[src/rtl/serial_add_ctrl.sv]
// Bit-serial adder: one full adder time-shared LSB-first over WIDTH cycles,
// sequenced by an IDLE/RUN/DONE controller with registered sum/cout/ovf.
module serial_add_fa (
    input  logic x,
    input  logic y,
    input  logic c,
    output logic s,
    output logic co
);
    assign s  = x ^ y ^ c;
    assign co = (x & y) | (x & c) | (y & c);
endmodule

module serial_add_ctrl #(
    parameter int WIDTH = 8
) (
    input  logic             clk,
    input  logic             rst_n,
    input  logic             start,
    input  logic [WIDTH-1:0] a,
    input  logic [WIDTH-1:0] b,
    input  logic             cin,
    output logic             busy,
    output logic             done,
    output logic [WIDTH-1:0] sum,
    output logic             cout,
    output logic             ovf
);
    localparam int CW = $clog2(WIDTH);

    localparam logic [1:0] IDLE = 2'd0;
    localparam logic [1:0] RUN  = 2'd1;
    localparam logic [1:0] DONE = 2'd2;

    logic [1:0]       state;
    logic [WIDTH-1:0] a_sr, b_sr, psum;
    logic [CW-1:0]    cnt;
    logic             carry;
    logic             fa_s, fa_c;
    logic             last;

    serial_add_fa u_fa (
        .x  (a_sr[0]),
        .y  (b_sr[0]),
        .c  (carry),
        .s  (fa_s),
        .co (fa_c)
    );

    // Counter is not advanced on the last bit, so a power-of-two WIDTH never wraps it.
    assign last = (cnt == CW'(WIDTH - 1));

    always_ff @(posedge clk or negedge rst_n) begin
        if (!rst_n) begin
            state <= IDLE;
            a_sr  <= '0;
            b_sr  <= '0;
            psum  <= '0;
            cnt   <= '0;
            carry <= 1'b0;
            sum   <= '0;
            cout  <= 1'b0;
            ovf   <= 1'b0;
        end else begin
            case (state)
                IDLE: if (start) begin
                    a_sr  <= a;
                    b_sr  <= b;
                    carry <= cin;
                    psum  <= '0;
                    cnt   <= '0;
                    state <= RUN;
                end
                RUN: begin
                    a_sr  <= a_sr >> 1;
                    b_sr  <= b_sr >> 1;
                    psum  <= {fa_s, psum[WIDTH-1:1]};
                    carry <= fa_c;
                    if (last) begin
                        // carry flop still holds the carry into the MSB here
                        sum   <= {fa_s, psum[WIDTH-1:1]};
                        cout  <= fa_c;
                        ovf   <= carry ^ fa_c;
                        state <= DONE;
                    end else begin
                        cnt <= cnt + 1'b1;
                    end
                end
                DONE:    state <= IDLE;
                default: state <= IDLE;
            endcase
        end
    end

    assign busy = (state == RUN);
    assign done = (state == DONE);
endmodule

[config.mk]
export PLATFORM = sky130hd
export DESIGN_NAME = serial_add_ctrl
export DESIGN_NICKNAME = d
export VERILOG_FILES = /design/src/rtl/serial_add_ctrl.sv
export SDC_FILE = /design/constraint.sdc
export NUM_CORES = 1
export LEC_CHECK = 0
export BUFFER_PORTS_ARGS = -buffer_cell sky130_fd_sc_hd__buf_2
export CAP_MARGIN = 0
export CORE_ASPECT_RATIO = 0.8
export CORE_MARGIN = 3
export CORE_UTILIZATION = 48
export CTS_BUF_LIST = sky130_fd_sc_hd__clkbuf_8
export DETAILED_ROUTE_END_ITERATION = 12
export PLACE_DENSITY = 0.82
export SLEW_MARGIN = 20
export SYNTH_ARGS = -nofsm -noshare
export SYNTH_HDL_FRONTEND = slang
export SYNTH_SLANG_ARGS = --single-unit
[constraint.sdc]
create_clock -name clk -period 4.46 [get_ports clk]
set_input_delay 0.892 -clock clk [delete_from_list [all_inputs] [get_ports clk]]
set_output_delay 0.892 -clock clk [all_outputs]
set_load 0.02 [all_outputs]
# ---- Word-level counts from Yosys, hierarchy flattened
# Index checks and enable logic that the tools add are counted.
dict set report totals {
  ff_bits 40
  in_bits 20
  wordCells 44
}
dict set report classes {
  addsub 1
  eq_ne 6
  mux 14
  n_bitwise 8
  reduce_logical 6
}
# cell n
set ops {}
lappend ops {{8-bit case mux with 2 select lines} 3}
lappend ops {{8-bit two-way mux} 3}
lappend ops {{3-bit two-way mux} 2}
lappend ops {{3-bit case mux with 2 select lines} 1}
lappend ops {{2-bit AND reduction} 3}
lappend ops {{2-bit two-way mux} 2}
lappend ops {{2-bit inequality test, second input constant} 2}
lappend ops {{2-bit case mux with 2 select lines} 1}
lappend ops {{3-bit by 1-bit adder with 3-bit output, second input constant} 1}
lappend ops {{1-bit bitwise AND} 3}
lappend ops {{3-bit equality test, second input constant} 1}
lappend ops {{3-bit AND reduction} 1}
lappend ops {{1-bit XOR} 3}
lappend ops {{2-bit by 1-bit equality test with 1-bit output, second input constant} 1}
lappend ops {{2-bit equality test, second input constant} 1}
lappend ops {{2-bit logical NOT} 1}
lappend ops {{2-bit by 1-bit inequality test with 1-bit output, second input constant} 1}
lappend ops {{1-bit OR} 2}
lappend ops {{1-bit case mux with 2 select lines} 1}
lappend ops {{2-bit nonzero test} 1}
lappend ops {{1-bit two-way mux} 1}

# ---- Longest topological paths before layout
dict set report depth {
  depth_word 4
  ltp_mapped 5
  ltp_nobuf 4
}

# ---- By module
# From an unflattened synthesis, not the netlist that was laid out.
dict set report unflattened {
  cells_unflattened 154
  hier_area_um2 1819.2
}
# module n_inst cells_per_inst area_each_um2 seq_area_each_um2
set by_module_without_submodules {}
lappend by_module_without_submodules {serial_add_ctrl 1 153 1799.2 975.9}
lappend by_module_without_submodules {serial_add_fa 1 1 20.0 0.0}

# ---- Least setup slack after synthesis
# No wires, ideal clock.
dict set report synth_path {
  kind {reg2out}
  from {reg state[0]}
  to {out done}
  arrival_time_ns 1.033
  slack_ns 2.535
  path_stages_with_launch 4
  cell_sequence {dfrtp_1 buf_2 buf_2 nor2b_1}
}
dict set report synth_via {
  elab_chain_len 1
}
# item line_no
set synth_lines {}
lappend synth_lines {{from (decl)} 35} ;# logic [1:0] state;
lappend synth_lines {{from (signal assigned)} 55} ;# state <= IDLE;
lappend synth_lines {{from (signal assigned)} 72} ;# state <= RUN;
lappend synth_lines {{from (signal assigned)} 84} ;# state <= DONE;
lappend synth_lines {{2-bit equality test} 96} ;# assign done = (state == DONE);
lappend synth_lines {{to (decl)} 24} ;# output logic done,
# Every way passes these cells.

# ---- Worst setup path in the final report
dict set report layout_path {
  from {reg state[0]}
  to {out busy}
}
dict set report layout_via {
  elab_chain_len 1
}
# item line_no
set layout_lines {}
lappend layout_lines {{2-bit by 1-bit equality test with 1-bit output} 95} ;# assign busy = (state == RUN);
lappend layout_lines {{to (decl)} 23} ;# output logic busy,
# Every way passes these cells.

==> impl_metrics.toml <==
[yosys]
synth_nets = 154
synth_warnings = 0
yosys_most_used_dff = "dfrtp_1"
synth_area_leaders = "dfrtp_1 55%, o221a_2 8.9%, or4b_1 8.5%"
synth_edf_count = 0
netlist_area_um2 = 1780
syn_inst = 131
ys_seq_area_share_pct = 54.9
async_flop_share_pct = 100
ys_seq_elements = 39
ys_top_cells_by_count = "39 x dfrtp_1, 15 x or4b_1, 14 x o221a_2, 10 x mux2_2, 8 x buf_2"
synth.most_common_cell = "dfrtp_1"
synth_top_area_share_pct = 54.9
syn_area_per_cell_um2 = 13.6
yosysTopAreaCell = "dfrtp_1"
synthDistinctLibCells = 28

[clock_tree]
ctsHoldBuffers = 0
post-cts-setup-buffer-count = 0
cts_resized = 0
cts.sinks = 39
clk_pin_slew_ps = 80
htreeDepth = 2
clock_path_buffers = 2
clkLatencyLatePin_ps = 290
cts-root-buf = "clkbuf_8"
cts-buffers-inserted = 5
cts_tree = "done"

[final_layout]
postLayoutCoreUtil_pct = 58.3
antennaDiodeCount = 0
fin_nets = 180
drive_above_1_share_pct = 42.4
syn_to_final_growth_pct = 14.6
stdcell_area_um2 = 2040

[global_routing]
grt_max_degree = 40
antenna_found_initial = 0
gr-total-overflow = 0
grt_pass1_vias = 1121
gr-usage-all-layers_pct = 16.0
grt_pass1_wl_mm = 5.33

[floorplanning]
die-area_um2 = 4470
fp.dieH_um = 60.4
core_area_um2 = 3490
dieWidth_um = 74.0
ios = 32
core.rowCount = 19
initial_core_util_pct = 50.8

[sta]
max_freq_ghz = 0.327
fin_ws_ps = 1400
setup_violations = 0
worst_slew_pin_slew_ps = 815
slew-limit-headroom_pct = 45.7
slew_violations = 0
hold_viol = 0
clock_skew_ps = 5.79
setup_tns_ps = 0
period_minus_slack_ps = 3060
rsz0062_at_grt = "no"
fin_crit_sh_pct = 68.6

[route]
via_count = 1181
ant_nets = 0
routedWlPerCell_um = 16.1
drt_iter0_drc = 103
vias_per_cell = 5.91
drc_errors = 0
routed_wl_mm = 3.22
drt-pass1-iter-count = 4

[placed_design]
io_buffers = 31
place_ws_ps = 1740
post-dp-hpwl_mm = 2.23
dpl-instance-area_um2 = 1920
gp_congestion = 0.774

[critical_path]
cp_top_family = "flip-flops"
worstSetupStartpointType = "register"
worst-setup-path-type = "register to output pin"
required_ps = 3570
cp_max_fo = 32
max_stage_delay_ps = 870
crit_chain = "nand2b_1 > inv_2 > buf_2"
crit_buf_inv = 2
cp-end-kind = "output pin"
slowest_stage = "dfrtp_1"
cp.arrival_ps = 2170

[run_status]
status = "completed"

[power_and_ir_drop]
p_leak_nw = 0.949
ir_drop_uv = 389
p_per_area_nw_per_um2 = 694
total_power_mw = 1.41

[run]
drv_cap = 0

[worst_hold_path]
hold_path_class = "register to register"
==> sequential cells by signal (all words and copies together), names as in the netlist <==
register / cells
ovf: 1
carry: 1
psum: 7
a_sr: 8
sum: 8
b_sr: 8
cnt: 3
state: 2
cout: 1
==> layout by cell type, fill, tap and decap left out, drive strengths merged <==
| cell type | count |
|---|---|
| buf | 31 |
| nand3 | 3 |
| mux2 | 10 |
| nor2b | 1 |
| a211o | 2 |
| and4bb | 2 |
| o221ai | 3 |
| or2 | 1 |
| o21ba | 1 |
| bufinv | 1 |
| nor3b | 2 |
| fa | 1 |
| inv | 5 |
| nand2b | 4 |
| or4b | 15 |
| dfrtp | 39 |
| a21oi | 1 |
| ha | 2 |
| xor2 | 1 |
| clkbuf | 5 |
| o221a | 15 |
| nand2 | 2 |
| nand3b | 1 |
| a22o | 7 |
| o21bai | 1 |
| clkinv | 2 |
==> worst register-to-register path, cell delays in order, from the launching register on <==
cell	delay, ps
dfrtp_1	870
nand3b_1	580
mux2_2	450
==> layer usage <==
| layer | vias up | track usage [%] | wire length, um |
|---|---|---|---|
| met4 | 0 | 6.98 | 72 |
| met2 | 25 | 24.4 | 1510 |
| met5 | - | 0 | 0 |
| li1 | 565 | - | - |
| met3 | 10 | 4.97 | 136 |
| met1 | 581 | 21.2 | 1500 |
==> final timing paths <==
| kind | start | end | slack, ps | cells past startpoint |
|---|---|---|---|---|
| hold / removal | sum[1] | sum[1] | 500 | 1 |
| max in group asynchronous | rst_n | sum[5] | 3260 | 1 |
| min in group asynchronous | rst_n | sum[1] | 680 | 1 |
| hold reg to reg | sum[1] | sum[1] | 500 | 1 |
| setup reg to reg | state[0] | cout | 2460 | 2 |
| setup / recovery | state[0] | busy | 1400 | 3 |
==> cells by family (layout without fill, tap and decap cells) <==
kind of cell | count (synthesis) | after routing | share of synthesized area, %
flip-flops | 39 | 39 | 54.9
XOR/XNOR | 1 | 1 | 0.493
AND/OR/NAND/NOR | 31 | 31 | 14.5
adder cells (fa/ha/maj) | 3 | 3 | 2.54
AO/OA/AOI/OAI | 30 | 30 | 16.7
multiplexers | 10 | 10 | 6.34
buffers and inverters | 17 | 44 | 4.51
==> layout make-up <==
| type | count | area (um2) |
|---|---|---|
| clock inverter | 3 | 43.8 |
| timing repair buffer | 31 | 155 |
| inverter | 5 | 18.8 |
| tap | 42 | 52.6 |
| multi-input combinational | 75 | 721 |
| clock buffer | 5 | 68.8 |
| sequential | 39 | 976 |
| fill | 277 | 1460 |
==> report_power, final <==
part	leakage, nW	switching (mW)	internal [mW]	total (mW)
clock network	0.0581	0.128	0.167	0.294
logic	0.411	0.224	0.259	0.482
registers	0.479	0.130	0.507	0.636
total	0.949	0.481	0.932	1.41
==> metrics by stage <==
step | hold slack, ps | cells
2_1_floorplan | 462 | 131
3_3_place_gp | 484 | 192
3_5_place_dp | 489 | 192
4_1_cts | 507 | 200
5_1_grt | 521 | 200
6_report | 505 | 200
Power figures use the tool's default switching activity.
